==> config.mk <==
export PLATFORM = sky130hd
export DESIGN_NAME = hazard_scoreboard
export DESIGN_NICKNAME = d
export VERILOG_FILES = /design/src/rtl/hazard_scoreboard.sv
export SDC_FILE = /design/constraint.sdc
export NUM_CORES = 1
export LEC_CHECK = 0
export CORE_ASPECT_RATIO = 1.4
export CORE_MARGIN = 2
export CORE_UTILIZATION = 45
export CTS_CLUSTER_DIAMETER = 120
export CTS_CLUSTER_SIZE = 8
export DETAILED_ROUTE_END_ITERATION = 8
export HOLD_SLACK_MARGIN = 0.02
export PLACE_DENSITY = 0.77
export SKIP_CTS_REPAIR_TIMING = 1
export SYNTH_ARGS = -nofsm -noshare
export SYNTH_HDL_FRONTEND = slang
export SYNTH_SLANG_ARGS = --single-unit
==> constraint.sdc <==
create_clock -name clk -period 3.9 [get_ports clk]
set_input_delay 0.975 -clock clk [delete_from_list [all_inputs] [get_ports clk]]
set_output_delay 0.975 -clock clk [all_outputs]
set_load 0.005 [all_outputs]
==> src/rtl/hazard_scoreboard.sv <==
// hazard_scoreboard: tracks the destinations of in-flight instructions in the
// EXE and MEM stages and raises a stall for the ID instruction on a RAW hazard.
// Build option: define FORWARDING_EN to stall only on EXE-stage load-use
// hazards (a forwarding unit covers every other dependency).
module hazard_scoreboard (
    input  logic        clk,
    input  logic        rst,
    input  logic        flush,
    input  logic [3:0]  src1,
    input  logic [3:0]  src2,
    input  logic        two_src,
    input  logic [3:0]  id_dest,
    input  logic        id_wb_en,
    input  logic        id_mem_read,
    output logic        hazard,
    output logic [3:0]  exe_dest,
    output logic [3:0]  mem_dest,
    output logic        exe_wb_en,
    output logic        mem_wb_en,
    output logic [15:0] stall_count
);

    localparam int unsigned REG_W = 4;
    localparam int unsigned CNT_W = 16;
    localparam logic [CNT_W-1:0] CNT_MAX = '1;

    typedef struct packed {
        logic             wb_en;
        logic [REG_W-1:0] dest;
        logic             mem_read;
    } slot_t;

    slot_t            exe_q, exe_d;
    slot_t            mem_q, mem_d;
    slot_t            id_slot;
    logic [CNT_W-1:0] stall_count_q, stall_count_d;
    logic             exe_match;
    logic             unused_slot_bits;

    // A slot matches when it will write a register the ID instruction reads
    function automatic logic slot_match(input slot_t s,
                                        input logic [REG_W-1:0] a,
                                        input logic [REG_W-1:0] b,
                                        input logic use_b);
        return s.wb_en && ((s.dest == a) || (use_b && (s.dest == b)));
    endfunction

    assign id_slot = '{wb_en: id_wb_en, dest: id_dest, mem_read: id_mem_read};

    // Stall decision from the ID operands against the pending slots
`ifdef FORWARDING_EN
    always_comb begin
        exe_match = slot_match(exe_q, src1, src2, two_src);
        hazard    = 1'b0;
        if (!flush && exe_match && exe_q.mem_read) begin
            hazard = 1'b1;
        end
    end
`else
    logic mem_match;

    always_comb begin
        exe_match = slot_match(exe_q, src1, src2, two_src);
        mem_match = slot_match(mem_q, src1, src2, two_src);
        hazard    = 1'b0;
        if (!flush && (exe_match || mem_match)) begin
            hazard = 1'b1;
        end
    end
`endif

    // Advance the slots; a stalled or squashed ID instruction enters EXE as a bubble
    always_comb begin
        mem_d         = exe_q;
        exe_d         = id_slot;
        stall_count_d = stall_count_q;
        if (hazard || flush) begin
            exe_d = '0;
        end
        if (hazard && (stall_count_q != CNT_MAX)) begin
            stall_count_d = stall_count_q + CNT_W'(1);
        end
    end

    // Slot and counter registers with synchronous reset
    always_ff @(posedge clk) begin
        if (rst) begin
            exe_q         <= '0;
            mem_q         <= '0;
            stall_count_q <= '0;
        end else begin
            exe_q         <= exe_d;
            mem_q         <= mem_d;
            stall_count_q <= stall_count_d;
        end
    end

    // mem_read is carried for completeness but only EXE's copy can feed the stall
    assign unused_slot_bits = ^{exe_q.mem_read, mem_q.mem_read};

    assign exe_dest    = exe_q.dest;
    assign exe_wb_en   = exe_q.wb_en;
    assign mem_dest    = mem_q.dest;
    assign mem_wb_en   = mem_q.wb_en;
    assign stall_count = stall_count_q;

endmodule

==> reports/qor.log <==
[drt] total routed wirelength 3490 um
[timing] final count of hold timing violations 0
[synthesis] number of nets in the synthesized netlist 181
[setup_path] Top Family by Delay on Critical Path buffers and inverters
[setup_path] ordered list of cells on the worst path clkdlybuf4s50_1 > xor2_1 > nor3_1 > nand4_1 > o31ai_2 > nor2_1 > nor2_1 > dlymetal6s2s_1
[global_route] antenna violations before repair 0
[die] Placement Rows 24
[setup_path] Most common cell on crit path sky130_fd_sc_hd__nor2_1
[die] die boundary width 51.1 um
[layout] layout cell share with drive strength beyond 1 0.118
[layout] # nets final 224
[clock_tree] Max clock buf depth 2
[die] overall die height 70 um
[synthesis] number of synthesized register bits 26
[synthesis] Avg Inst Size Synth 8.64 um^2
[setup_path] delay of the slowest cell on the worst path 0.48 ns
[global_route] residual overflow from global routing 0
[synthesis] Ys Warns 0
[setup_path] startpoint class of the critical path input pin
[setup_path] Crit path required time 2.92 ns
[layout] layout filler cell count 276
[global_route] via count of the first global-routing pass 1394
[place] quantity of I/O buffers inserted on ports 43
[global_route] total global-route track usage 0.216
[die] Initial Utilization 0.462
[clock_tree] clock root buffer sky130_fd_sc_hd__clkbuf_8
[synthesis] number of different library cells in the post-synthesis netlist 36
[drt] total vias in the final route 1331
[drt] number of nets with antenna violations after detailed routing 0
[setup_path] number of buffers and inverters on the critical path 2
[status] run status finished, final reports clean
[timing] Fmax achieved 294 MHz
[drt] number of remaining DRC errors 0
[timing] worst-case clock skew 0.00883 ns
[synthesis] number of instances in the synthesized netlist 162
[pwr] total power per unit cell area 260 nW/um^2
[hold_path] class of the most critical hold timing path register to register
[synthesis] post-synthesis sequential area ratio 0.372
[clock_tree] Clock Sinks 26
[setup_path] CP endpoint kind primary output
[die] total core area 3030 um^2
[pwr] P_leak 0.000696 uW
[layout] share of the core filled with cells in the final layout 0.637
[setup_path] type of the worst setup path input pin to primary output
[drt] average vias per placed instance 5.48
[clock_tree] post-CTS clock slew at the launch and capture registers of the worst setup and hold paths 0.09 ns
[timing] setup repair after global routing missed its margin false
[setup_path] worst-path maximum fanout 3
[timing] relative max-transition margin 0.569
[pwr] largest voltage drop on the vdd net 0.290 mV
[layout] synthesis-to-finish area growth 37.9%
[timing] time the worst path needs with I/O delays and setup 3.41 ns
[global_route] largest net degree at the start of global routing 24
[place] DP Wirelength 2660 um
[drt] violation count after the first detailed-route iteration 29
[drt] Pre-antenna DRT Iters 4
[synthesis] synthesized area 1400 um^2
[timing] Post-Route Setup TNS 0 ns
[drt] routed wire length per instance 14.4 um
[clock_tree] clock tree from TritonCTS done
[timing] period utilization 0.874
[timing] Least-Margin Pin Slew 0.640 ns
[run] count of max-cap constraint violations 0
[clock_tree] clock latency reported for the late side of the worst-skew pair 0.27 ns
[global_route] global-route wire length before repair 6070 um
[timing] endpoints failing setup 0
[die] total die area 3580 um^2
[layout] ANT cells 0
[clock_tree] cts bufs inserted 3
[timing] max-slew violation count 0
[die] # IOs 45
[setup_path] critical path arrival 2.43 ns
[place] placer's final routability congestion estimate 0.733
[clock_tree] H-tree level count 1
[setup_path] library cell contributing the largest single delay on the critical path sky130_fd_sc_hd__clkdlybuf4s50_1
path summary, 6_finish.rpt:
path | start | to | slack [ns] | cells past startpoint
max | src2[2] | hazard | 0.49 | 8
min | exe_dest[3]$_SDFF_PP0_ | mem_dest[3]$_SDFF_PP0_ | 0.51 | 2
max reg2reg | exe_dest[1]$_SDFF_PP0_ | stall_count[6]$_SDFFE_PP0P_ | 1.75 | 8
min reg2reg | exe_dest[3]$_SDFF_PP0_ | mem_dest[3]$_SDFF_PP0_ | 0.51 | 2
registers in the layout (all words and copies together), names as in the netlist:
signal	cells
exe_dest	4
mem_dest	4
mem_wb_en	1
exe_wb_en	1
stall_count	16
through the flow:
stage / hold WS, ns / area [um^2] / total power, uW / cells / worst slack (ns)
finish: 0.511 / 1930 / 502 / 243 / 0.493
global route: 0.535 / 1930 / 524 / 243 / 0.337
CTS: 0.521 / 1920 / 508 / 243 / 0.133
detailed placement: 0.508 / 1870 / 336 / 239 / 0.135
global placement: 0.499 / 1870 / 334 / 239 / 0.184
floorplan: 0.487 / 1400 / 303 / 162 / 1.04
synthesized netlist by cell type:
cell                        n  area, um^2
sky130_fd_sc_hd__o21ai_0    5        25.0
sky130_fd_sc_hd__o21bai_1   1        7.51
sky130_fd_sc_hd__and2_1     7        43.8
sky130_fd_sc_hd__nand4_1    5        31.3
sky130_fd_sc_hd__nor3_1     2        10.0
sky130_fd_sc_hd__buf_2      3        15.0
sky130_fd_sc_hd__or4_1      2        15.0
sky130_fd_sc_hd__inv_1      4        15.0
sky130_fd_sc_hd__nor2_1    15        56.3
sky130_fd_sc_hd__o31ai_1    3        22.5
sky130_fd_sc_hd__o31a_1     1        8.76
sky130_fd_sc_hd__a21oi_1    7        35.0
sky130_fd_sc_hd__nor2b_1   11        68.8
sky130_fd_sc_hd__nor4b_2    1        15.0
sky130_fd_sc_hd__clkbuf_1   5        18.8
sky130_fd_sc_hd__nor4b_1    2        17.5
sky130_fd_sc_hd__nand3_1    7        35.0
sky130_fd_sc_hd__xor2_1     7        61.3
sky130_fd_sc_hd__or4b_1     1        10.0
sky130_fd_sc_hd__or3_1      3        18.8
sky130_fd_sc_hd__a22oi_1    1        7.51
sky130_fd_sc_hd__xnor2_1    6        52.6
sky130_fd_sc_hd__or4_4      1        11.3
sky130_fd_sc_hd__nor4_1     8        50.1
sky130_fd_sc_hd__mux2i_1    1        10.0
sky130_fd_sc_hd__o21ba_2    1        10.0
sky130_fd_sc_hd__dfxtp_1   26         521
sky130_fd_sc_hd__o22ai_1    1        6.26
sky130_fd_sc_hd__a21oi_2    1        8.76
sky130_fd_sc_hd__nand2_1   10        37.5
sky130_fd_sc_hd__ha_1       1        12.5
sky130_fd_sc_hd__o31ai_2    1        12.5
sky130_fd_sc_hd__and3_4     1        11.3
sky130_fd_sc_hd__and4_4     2        22.5
sky130_fd_sc_hd__nand2b_1   1        6.26
sky130_fd_sc_hd__mux2_2     8        90.1
cell usage in the layout, fill, tap and decap left out, types with 2 or more instances in the layout:
cell,count
sky130_fd_sc_hd__xor2_1,7
sky130_fd_sc_hd__o21ai_0,5
sky130_fd_sc_hd__xnor2_1,6
sky130_fd_sc_hd__a21oi_1,7
sky130_fd_sc_hd__nor2b_1,11
sky130_fd_sc_hd__and2_1,7
sky130_fd_sc_hd__nand3_1,7
sky130_fd_sc_hd__inv_1,4
sky130_fd_sc_hd__nor4_1,8
sky130_fd_sc_hd__or4_1,2
sky130_fd_sc_hd__or3_1,3
sky130_fd_sc_hd__o31ai_1,3
sky130_fd_sc_hd__mux2_2,8
sky130_fd_sc_hd__nor2_1,15
sky130_fd_sc_hd__clkdlybuf4s50_1,42
sky130_fd_sc_hd__nand4_1,5
sky130_fd_sc_hd__buf_4,3
sky130_fd_sc_hd__nand2_1,10
sky130_fd_sc_hd__dfxtp_1,26
sky130_fd_sc_hd__clkbuf_8,4
sky130_fd_sc_hd__nor4b_1,2
sky130_fd_sc_hd__and4_4,2
where the power goes:
group	internal [uW]	total, uW	switching [uW]	leakage (uW)
combinational	32.5	57.3	24.7	0.000456
clock	90.1	171	81.1	0.0000288
sequential	269	273	4.32	0.000211
total	392	502	110	0.000696
cells by family (layout without fill, tap and decap cells):
logic type / count (synthesis) / after routing / synth area share
AO/OA/AOI/OAI: 22 / 22 / 0.103
adder cells (fa/ha/maj): 1 / 1 / 0.00894
XOR/XNOR: 13 / 13 / 0.0813
multiplexers: 9 / 9 / 0.0715
AND/OR/NAND/NOR: 79 / 79 / 0.329
buffers and inverters: 12 / 54 / 0.0348
flip-flops: 26 / 26 / 0.372
worst min-delay path, delay by kind of cell (launching register included):
family / cells / cell delay [ns]
DFF: 1 / 0.34
buffers and inverters: 1 / 0.09
and+or+nand+nor: 1 / 0.05
area by class of cell:
type                    instances  area [um^2]  area share
inverters                       4         15.0     0.00778
multi-input cells             124          836       0.433
clock buffers                   4         55.1      0.0285
flip-flops and latches         26          520       0.270
well taps                      39         48.8      0.0253
repair buffers                 46          455       0.236
layer usage:
metal | global-route usage | part of all wire | routed length [um] | vias up
li1 | - | - | - | 666
met1 | 0.250 | 0.41 | 1410 | 635
met2 | 0.411 | 0.57 | 1980 | 28
met3 | 0.0150 | 0.019 | 68 | 2
met4 | 0.0541 | 0.0072 | 25 | 0
met5 | 0 | 0 | 0 | -
Note: power is estimated with default switching activity, not from simulation.
